### src/rtl/pdpu_pkg.sv
// Shared helpers for the posit dot-product unit: width functions and the
// decoded-operand record used between the decoders and the multiplier.
package pdpu_pkg;

    function automatic int clog2(input int value);
        int r;
        int v;
        r = 0;
        v = value - 1;
        while (v > 0) begin
            r = r + 1;
            v = v >>> 1;
        end
        return r;
    endfunction

    function automatic int exp_width(input int n, input int es);
        return clog2(n - 1) + es;
    endfunction

    function automatic int mant_width(input int n, input int es);
        return n - es - 3;
    endfunction

    localparam int N_DEF      = 16;
    localparam int ES_DEF     = 1;
    localparam int EXP_W_DEF  = exp_width(N_DEF, ES_DEF);
    localparam int MANT_W_DEF = mant_width(N_DEF, ES_DEF);

    // Decoder output for one operand; mant MSB is the implicit bit.
    typedef struct packed {
        logic                       sign;
        logic signed [EXP_W_DEF:0]  exp;
        logic [MANT_W_DEF:0]        mant;
    } operand_t;

endpackage

### src/rtl/posit_mul_pipe_if.sv
// Operand/product handshake bundle between the decoders, the multiplier and
// the alignment stage.
interface posit_mul_pipe_if #(
    parameter int n  = 16,
    parameter int es = 1
);
    import pdpu_pkg::*;

    localparam int EXP_WIDTH  = exp_width(n, es);
    localparam int MANT_WIDTH = mant_width(n, es);

    logic                          in_valid_i;
    logic                          in_ready_o;
    logic                          a_sign_i;
    logic signed [EXP_WIDTH:0]     a_exp_i;
    logic [MANT_WIDTH:0]           a_mant_i;
    logic                          b_sign_i;
    logic signed [EXP_WIDTH:0]     b_exp_i;
    logic [MANT_WIDTH:0]           b_mant_i;
    logic                          out_valid_o;
    logic                          out_ready_i;
    logic                          out_sign_o;
    logic signed [EXP_WIDTH+1:0]   out_exp_o;
    logic [2*MANT_WIDTH+1:0]       out_mant_o;
    logic                          out_zero_o;
    logic                          out_nar_o;

    modport slave (
        input  in_valid_i, a_sign_i, a_exp_i, a_mant_i,
               b_sign_i, b_exp_i, b_mant_i, out_ready_i,
        output in_ready_o, out_valid_o, out_sign_o, out_exp_o,
               out_mant_o, out_zero_o, out_nar_o
    );

    modport master (
        output in_valid_i, a_sign_i, a_exp_i, a_mant_i,
               b_sign_i, b_exp_i, b_mant_i, out_ready_i,
        input  in_ready_o, out_valid_o, out_sign_o, out_exp_o,
               out_mant_o, out_zero_o, out_nar_o
    );

endinterface

### src/rtl/posit_mul_pipe_stage.sv
// One-entry valid/ready register slice. The enable comes from the parent so
// that both slices share one ready chain.
module pipe_stage #(
    parameter int WIDTH = 8
) (
    input  logic             clk_i,
    input  logic             rst_i,
    input  logic             en_i,
    input  logic             valid_i,
    input  logic [WIDTH-1:0] data_i,
    output logic             valid_o,
    output logic [WIDTH-1:0] data_o
);

    logic             valid_q;
    logic [WIDTH-1:0] data_q;

    always_ff @(posedge clk_i or posedge rst_i) begin
        if (rst_i) begin
            valid_q <= 1'b0;
        end else if (en_i) begin
            valid_q <= valid_i;
        end
    end

    // Payload only moves with a real item, so a bubble never overwrites it.
    always_ff @(posedge clk_i or posedge rst_i) begin
        if (rst_i) begin
            data_q <= '0;
        end else if (en_i && valid_i) begin
            data_q <= data_i;
        end
    end

    assign valid_o = valid_q;
    assign data_o  = data_q;

endmodule

### src/rtl/posit_mul_pipe.sv
// Two-stage pipelined multiplier for decoded posit operands: stage 1 forms
// sign/exponent sum/raw product, stage 2 normalizes and applies zero/NaR.
module posit_mul_pipe
    import pdpu_pkg::*;
#(
    parameter int n  = 16,
    parameter int es = 1
) (
    input  logic              clk_i,
    input  logic              rst_i,
    posit_mul_pipe_if.slave   bus
);

    localparam int nd         = clog2(n - 1);
    localparam int EXP_WIDTH  = nd + es;
    localparam int MANT_WIDTH = mant_width(n, es);
    localparam int EW2        = EXP_WIDTH + 2;
    localparam int PW         = 2 * MANT_WIDTH + 2;
    localparam int SW         = 1 + EW2 + PW + 2;

    typedef struct packed {
        logic           sign;
        logic [EW2-1:0] exp;
        logic [PW-1:0]  prod;
        logic           nar;
        logic           zero;
    } s1_t;

    typedef struct packed {
        logic           sign;
        logic [EW2-1:0] exp;
        logic [PW-1:0]  mant;
        logic           zero;
        logic           nar;
    } s2_t;

    logic a_zero, a_nar, b_zero, b_nar;
    logic s1_en, s2_en;
    logic s1_valid, s2_valid;
    s1_t  s1_d, s1_q;
    s2_t  s2_d, s2_q;

    // A clear implicit bit marks a special; the sign picks zero vs NaR.
    assign a_zero = ~bus.a_mant_i[MANT_WIDTH] & ~bus.a_sign_i;
    assign a_nar  = ~bus.a_mant_i[MANT_WIDTH] &  bus.a_sign_i;
    assign b_zero = ~bus.b_mant_i[MANT_WIDTH] & ~bus.b_sign_i;
    assign b_nar  = ~bus.b_mant_i[MANT_WIDTH] &  bus.b_sign_i;

    always_comb begin
        s1_d      = '0;
        s1_d.sign = bus.a_sign_i ^ bus.b_sign_i;
        s1_d.exp  = {bus.a_exp_i[EXP_WIDTH], bus.a_exp_i}
                  + {bus.b_exp_i[EXP_WIDTH], bus.b_exp_i};
        s1_d.prod = {{(MANT_WIDTH+1){1'b0}}, bus.a_mant_i}
                  * {{(MANT_WIDTH+1){1'b0}}, bus.b_mant_i};
        s1_d.nar  = a_nar | b_nar;
        s1_d.zero = (a_zero | b_zero) & ~(a_nar | b_nar);
    end

    assign s2_en          = ~s2_valid | bus.out_ready_i;
    assign s1_en          = ~s1_valid | s2_en;
    assign bus.in_ready_o = s1_en;

    pipe_stage #(.WIDTH(SW)) u_s1 (
        .clk_i   (clk_i),
        .rst_i   (rst_i),
        .en_i    (s1_en),
        .valid_i (bus.in_valid_i),
        .data_i  (s1_d),
        .valid_o (s1_valid),
        .data_o  (s1_q)
    );

    // Product of two [1,2) mantissas lies in [1,4): at most one left shift.
    always_comb begin
        s2_d = '0;
        if (s1_q.nar) begin
            s2_d.sign = 1'b1;
            s2_d.nar  = 1'b1;
        end else if (s1_q.zero) begin
            s2_d.zero = 1'b1;
        end else if (s1_q.prod[PW-1]) begin
            s2_d.sign = s1_q.sign;
            s2_d.exp  = s1_q.exp + {{(EW2-1){1'b0}}, 1'b1};
            s2_d.mant = s1_q.prod;
        end else begin
            s2_d.sign = s1_q.sign;
            s2_d.exp  = s1_q.exp;
            s2_d.mant = {s1_q.prod[PW-2:0], 1'b0};
        end
    end

    pipe_stage #(.WIDTH(SW)) u_s2 (
        .clk_i   (clk_i),
        .rst_i   (rst_i),
        .en_i    (s2_en),
        .valid_i (s1_valid),
        .data_i  (s2_d),
        .valid_o (s2_valid),
        .data_o  (s2_q)
    );

    assign bus.out_valid_o = s2_valid;
    assign bus.out_sign_o  = s2_q.sign;
    assign bus.out_exp_o   = s2_q.exp;
    assign bus.out_mant_o  = s2_q.mant;
    assign bus.out_zero_o  = s2_q.zero;
    assign bus.out_nar_o   = s2_q.nar;

endmodule

### src/flat_wrapper.sv
// flat-port wrapper written by rule: the top's interface ports become plain ports
module posit_mul_pipe_flat import pdpu_pkg::*;
#(
    parameter int n  = 16,
    parameter int es = 1
)
  (clk_i, rst_i, bus_in_valid_i, bus_a_sign_i, bus_a_exp_i, bus_a_mant_i, bus_b_sign_i, bus_b_exp_i, bus_b_mant_i, bus_out_ready_i, bus_in_ready_o, bus_out_valid_o, bus_out_sign_o, bus_out_exp_o, bus_out_mant_o, bus_out_zero_o, bus_out_nar_o);
  posit_mul_pipe_if #(.n(n), .es(es)) bus_i ();
  input  logic clk_i;
  input  logic rst_i;
  input wire logic [$bits(bus_i.in_valid_i)-1:0] bus_in_valid_i;
  input wire logic [$bits(bus_i.a_sign_i)-1:0] bus_a_sign_i;
  input wire logic [$bits(bus_i.a_exp_i)-1:0] bus_a_exp_i;
  input wire logic [$bits(bus_i.a_mant_i)-1:0] bus_a_mant_i;
  input wire logic [$bits(bus_i.b_sign_i)-1:0] bus_b_sign_i;
  input wire logic [$bits(bus_i.b_exp_i)-1:0] bus_b_exp_i;
  input wire logic [$bits(bus_i.b_mant_i)-1:0] bus_b_mant_i;
  input wire logic [$bits(bus_i.out_ready_i)-1:0] bus_out_ready_i;
  output wire logic [$bits(bus_i.in_ready_o)-1:0] bus_in_ready_o;
  output wire logic [$bits(bus_i.out_valid_o)-1:0] bus_out_valid_o;
  output wire logic [$bits(bus_i.out_sign_o)-1:0] bus_out_sign_o;
  output wire logic [$bits(bus_i.out_exp_o)-1:0] bus_out_exp_o;
  output wire logic [$bits(bus_i.out_mant_o)-1:0] bus_out_mant_o;
  output wire logic [$bits(bus_i.out_zero_o)-1:0] bus_out_zero_o;
  output wire logic [$bits(bus_i.out_nar_o)-1:0] bus_out_nar_o;
  assign bus_i.in_valid_i = bus_in_valid_i;
  assign bus_i.a_sign_i = bus_a_sign_i;
  assign bus_i.a_exp_i = bus_a_exp_i;
  assign bus_i.a_mant_i = bus_a_mant_i;
  assign bus_i.b_sign_i = bus_b_sign_i;
  assign bus_i.b_exp_i = bus_b_exp_i;
  assign bus_i.b_mant_i = bus_b_mant_i;
  assign bus_i.out_ready_i = bus_out_ready_i;
  assign bus_in_ready_o = bus_i.in_ready_o;
  assign bus_out_valid_o = bus_i.out_valid_o;
  assign bus_out_sign_o = bus_i.out_sign_o;
  assign bus_out_exp_o = bus_i.out_exp_o;
  assign bus_out_mant_o = bus_i.out_mant_o;
  assign bus_out_zero_o = bus_i.out_zero_o;
  assign bus_out_nar_o = bus_i.out_nar_o;
  posit_mul_pipe #(.n(n), .es(es)) u_core (.clk_i(clk_i), .rst_i(rst_i), .bus(bus_i));
endmodule
### config.mk
export PLATFORM = sky130hd
export DESIGN_NAME = posit_mul_pipe_flat
export DESIGN_NICKNAME = d
export VERILOG_FILES = /design/src/rtl/pdpu_pkg.sv /design/src/rtl/posit_mul_pipe_if.sv /design/src/rtl/posit_mul_pipe_stage.sv /design/src/rtl/posit_mul_pipe.sv /design/src/flat_wrapper.sv
export SDC_FILE = /design/constraint.sdc
export NUM_CORES = 1
export LEC_CHECK = 0
export ABC_AREA = 1
export CORE_UTILIZATION = 40
export DETAILED_ROUTE_END_ITERATION = 7
export PLACE_DENSITY = 0.69
export SLEW_MARGIN = 30
export SYNTH_ARGS = -nofsm -noshare
export SYNTH_HDL_FRONTEND = slang
export SYNTH_HIERARCHICAL = 1
export SYNTH_SLANG_ARGS = --single-unit
### constraint.sdc
create_clock -name clk_i -period 2.6 [get_ports clk_i]
set_input_delay 0.52 -clock clk_i [delete_from_list [all_inputs] [get_ports clk_i]]
set_output_delay 0.52 -clock clk_i [all_outputs]
set_load 0.005 [all_outputs]
==> impl_metrics.json <==
{
  "reg2regPathDepth": 6,
  "cp-start-kind": "primary input",
  "drc": 0,
  "leakage_nw": 7.64,
  "internal_power_mw": 9.31,
  "die_area_sq_um": 25300,
  "comb_power_share_pct": 83.7,
  "crit_path_start": "bus_a_mant_i[8]",
  "core_area_sq_um": 24200,
  "gp_congestion": 0.908,
  "grt_max_degree": 39,
  "crit_buf_inv": 8,
  "wire_per_inst_microns": 14.1,
  "endpoint": "u_core/u_s1/data_o[18]$_DFFE_PP0P_",
  "clock_latency_ns": 0.33,
  "ys_top_cells_by_area": "fa_1, dfrtp_1, nand2_1, inv_1, ha_1",
  "netSwitchingFraction_pct": 51.1,
  "worstMarginPinSlew_ns": 0.594,
  "drt_iter0_markers": 612,
  "synth_area_leader_cell": "fa_1",
  "r2r_start": "u_core/u_s2/valid_o$_DFFE_PP0P_",
  "grt_pass1_wl_microns": 44200,
  "critPathCaptureType": "register",
  "cp.depth": 22,
  "ys.flop_type": "dfrtp_1",
  "yosys_warnings": 6,
  "worstHoldPathType": "reg2reg",
  "rsz0062_at_grt": "yes",
  "port_buffers": 81,
  "setup_viol": 22,
  "violations": "negative setup slack",
  "routed_wl_microns": 26800,
  "status": "finished, violations left",
  "cts_buffers": 9,
  "critPathMaxFanout": 5,
  "cp_top_family": "adder cells",
  "clock_sinks": 74,
  "slew_violations": 0,
  "timing.final.ws_setup_ns": -1.90,
  "maxCapViolCount": 0,
  "hold_buffers": 0,
  "syn_inst": 1383,
  "seq_area_frac_synth_pct": 18.8,
  "root_buffer": "clkbuf_16",
  "max_freq_mhz": 222,
  "slowest_delay_ns": 0.59,
  "synth.distinct_cells": 28,
  "diodes": 0,
  "synth.avg_cell_area_sq_um": 7.13,
  "worstPathArrival_ns": 4.72,
  "die_h_microns": 159,
  "synth_top_cell_area_share_pct": 24.8,
  "area_growth_pct": 39.0,
  "syn_nets": 1627,
  "cts_tree": "built",
  "finalHoldViolCount": 0,
  "viasPerCell": 4.82,
  "grt.overflow.total": 0,
  "final.period_utilization_pct": 173,
  "synth.most_common_cell": "nand2_1",
  "power_switching_mw": 9.75,
  "cp_data_required_time_ns": 2.82,
  "dp_slack_ns": -2.61,
  "p_per_area_nw_per_um2": 1390,
  "ant_nets": 0,
  "grt.total_usage_pct": 21.2,
  "die_x_microns": 159,
  "io_pins": 82,
  "clk_pin_slew_ns": 0.06,
  "grt_pass1_vias": 9449,
  "synth-edff-count": 0,
  "syn_area_sq_um": 9870,
  "worstPathCellList": "buf_6, buf_6, buf_4, nand2_1, inv_1, fa_1, fa_1, fa_2, fa_1, inv_1, fa_1, inv_1, ha_4, nand2_4, inv_4, nand2_2, and2_4, buf_4, nand3_1, nand2_2, nand3_1, nand2_1",
  "vias": 9165,
  "totalNegativeSetupSlack_ns": -36.26,
  "peakVddDrop_v": 0.00154,
  "start_util_pct": 40.7,
  "yosys-top-cells-count": "nand2_1, inv_1, fa_1",
  "cts_buffer_depth": 2,
  "maxSlewHeadroom_pct": 60.2,
  "cpMaxStageDelayCell": "fa_1",
  "rrSetupSlack_ns": 1.03,
  "antenna_found_initial": 0,
  "seq_power_share_pct": 9.7,
  "num_rows": 57,
  "critPathKind": "in2reg",
  "fillCellCount": 2096,
  "drive_gt1_share_pct": 29.7,
  "pwr-share-clk_pct": 6.7,
  "ys_seq_elements": 74,
  "reg2reg_to": "u_core/u_s1/data_o[0]$_DFFE_PP0P_",
  "clock_skew_ns": 0.00381,
  "final_nets": 1816,
  "cts_max_level": 3,
  "async_flop_share_pct": 100,
  "hpwl_microns": 19200,
  "crit_path_frequent_cell": "fa_1",
  "first_pass_iters": 4,
  "period_minus_slack_ns": 4.50
}
## per-stage QoR
step / std cells / area, sq um / hold WS [ns] / total power [mW] / util [%]
final: 1901 / 13700 / 0.466 / 19.1 / 56.5
after global routing: 1901 / 13700 / 0.502 / 20.6 / 56.5
after CTS: 1889 / 13100 / 0.475 / 16.7 / 54.2
after detailed placement: 1832 / 11800 / 0.461 / 13.2 / 48.8
after global placement: 1832 / 11800 / 0.456 / 13.1 / 48.8
after floorplan: 1383 / 10200 / 0.442 / 9.64 / -
## tightest hold or removal path: stages (launching register included)
cell and delay [ns]:
dfrtp_1 0.34, nand2_1 0.05, nand2_1 0.04
## registers in the layout, indices dropped and copies added (netlist names)
| register | cells |
|---|---|
| u_core/u_s2/data_o | 36 |
| u_core/u_s2/valid_o | 1 |
| u_core/u_s1/data_o | 36 |
| u_core/u_s1/valid_o | 1 |
## placed cells by master, fill, tap and decap left out, types with 7 or more instances in the layout
cell and count:
o21ai_0 30, buf_4 95, fa_1 107, buf_2 7, nand2_1 353, nand3_1 86, dfrtp_1 74, fa_2 15
nor2_4 13, xor2_1 7, clkbuf_16 9, nand3_4 7, inv_1 245, ha_4 24, ha_1 54, clkdlybuf4s50_1 55
buf_6 55, nand2_2 75, a21oi_1 8, nand2_4 31, nor2_1 73, inv_2 70, nand3_2 9, buf_8 8
## final cells by class
| cell class | count | area [sq um] | share of cell area (%) |
|---|---|---|---|
| well taps | 324 | 405 | 2.96 |
| multi-input cells | 932 | 7650 | 55.8 |
| clock inverters | 6 | 72.6 | 0.529 |
| inverters | 321 | 1220 | 8.90 |
| flip-flops and latches | 74 | 1850 | 13.5 |
| repair buffers | 234 | 2270 | 16.6 |
| clock buffers | 10 | 239 | 1.74 |
## worst min path at each step
stage	to	slack [ns]	startpoint	cells after the start
2_1_floorplan	u_core/u_s1/data_o[2]$_DFFE_PP0P_	0.44	u_core/u_s1/data_o[2]$_DFFE_PP0P_	2
3_3_place_gp	u_core/u_s2/data_o[4]$_DFFE_PP0P_	0.46	u_core/u_s2/data_o[4]$_DFFE_PP0P_	2
3_5_place_dp	u_core/u_s2/data_o[11]$_DFFE_PP0P_	0.46	u_core/u_s2/data_o[11]$_DFFE_PP0P_	2
4_1_cts	u_core/u_s2/data_o[11]$_DFFE_PP0P_	0.48	u_core/u_s2/data_o[11]$_DFFE_PP0P_	2
5_1_grt	u_core/u_s2/data_o[32]$_DFFE_PP0P_	0.50	u_core/u_s2/data_o[32]$_DFFE_PP0P_	2
6_report	u_core/u_s2/data_o[11]$_DFFE_PP0P_	0.47	u_core/u_s2/data_o[11]$_DFFE_PP0P_	2
## power by group through the flow
stage	combinational [mW]	sequential (mW)	clock [mW]
5_1_grt	17.4	1.90	1.34
4_1_cts	13.6	1.84	1.30
3_5_place_dp	11.4	1.86	0
2_1_floorplan	7.85	1.79	0
3_3_place_gp	11.3	1.84	0
6_report	15.9	1.85	1.27
## layer usage
layer  wire [microns]  GRT usage [%]
met1            11500           26.9
met2            13600           37.9
met3              945           1.82
met4              812           7.21
met5                0              0
## logic make-up (layout without fill, tap and decap cells)
group	after synthesis	in the layout	share of synthesized area, %
AND/OR/NAND/NOR	663	663	27.1
adder cells (fa/ha/maj)	200	200	34.6
AO/OA/AOI/OAI	51	51	2.70
buffers and inverters	377	571	15.2
flip-flops	74	74	18.8
XOR/XNOR	18	18	1.60
## what timing repair did
| item | 4_1_cts | 5_1_grt |
|---|---|---|
| setup buffers | 36 | 22 |
| pin swaps | 138 | 136 |
| resized for setup | 295 | 182 |
| endpoints found under the setup margin | 23 | 23 |
| gates cloned | 6 | 0 |
No activity file was read; power rests on OpenSTA's default activity.
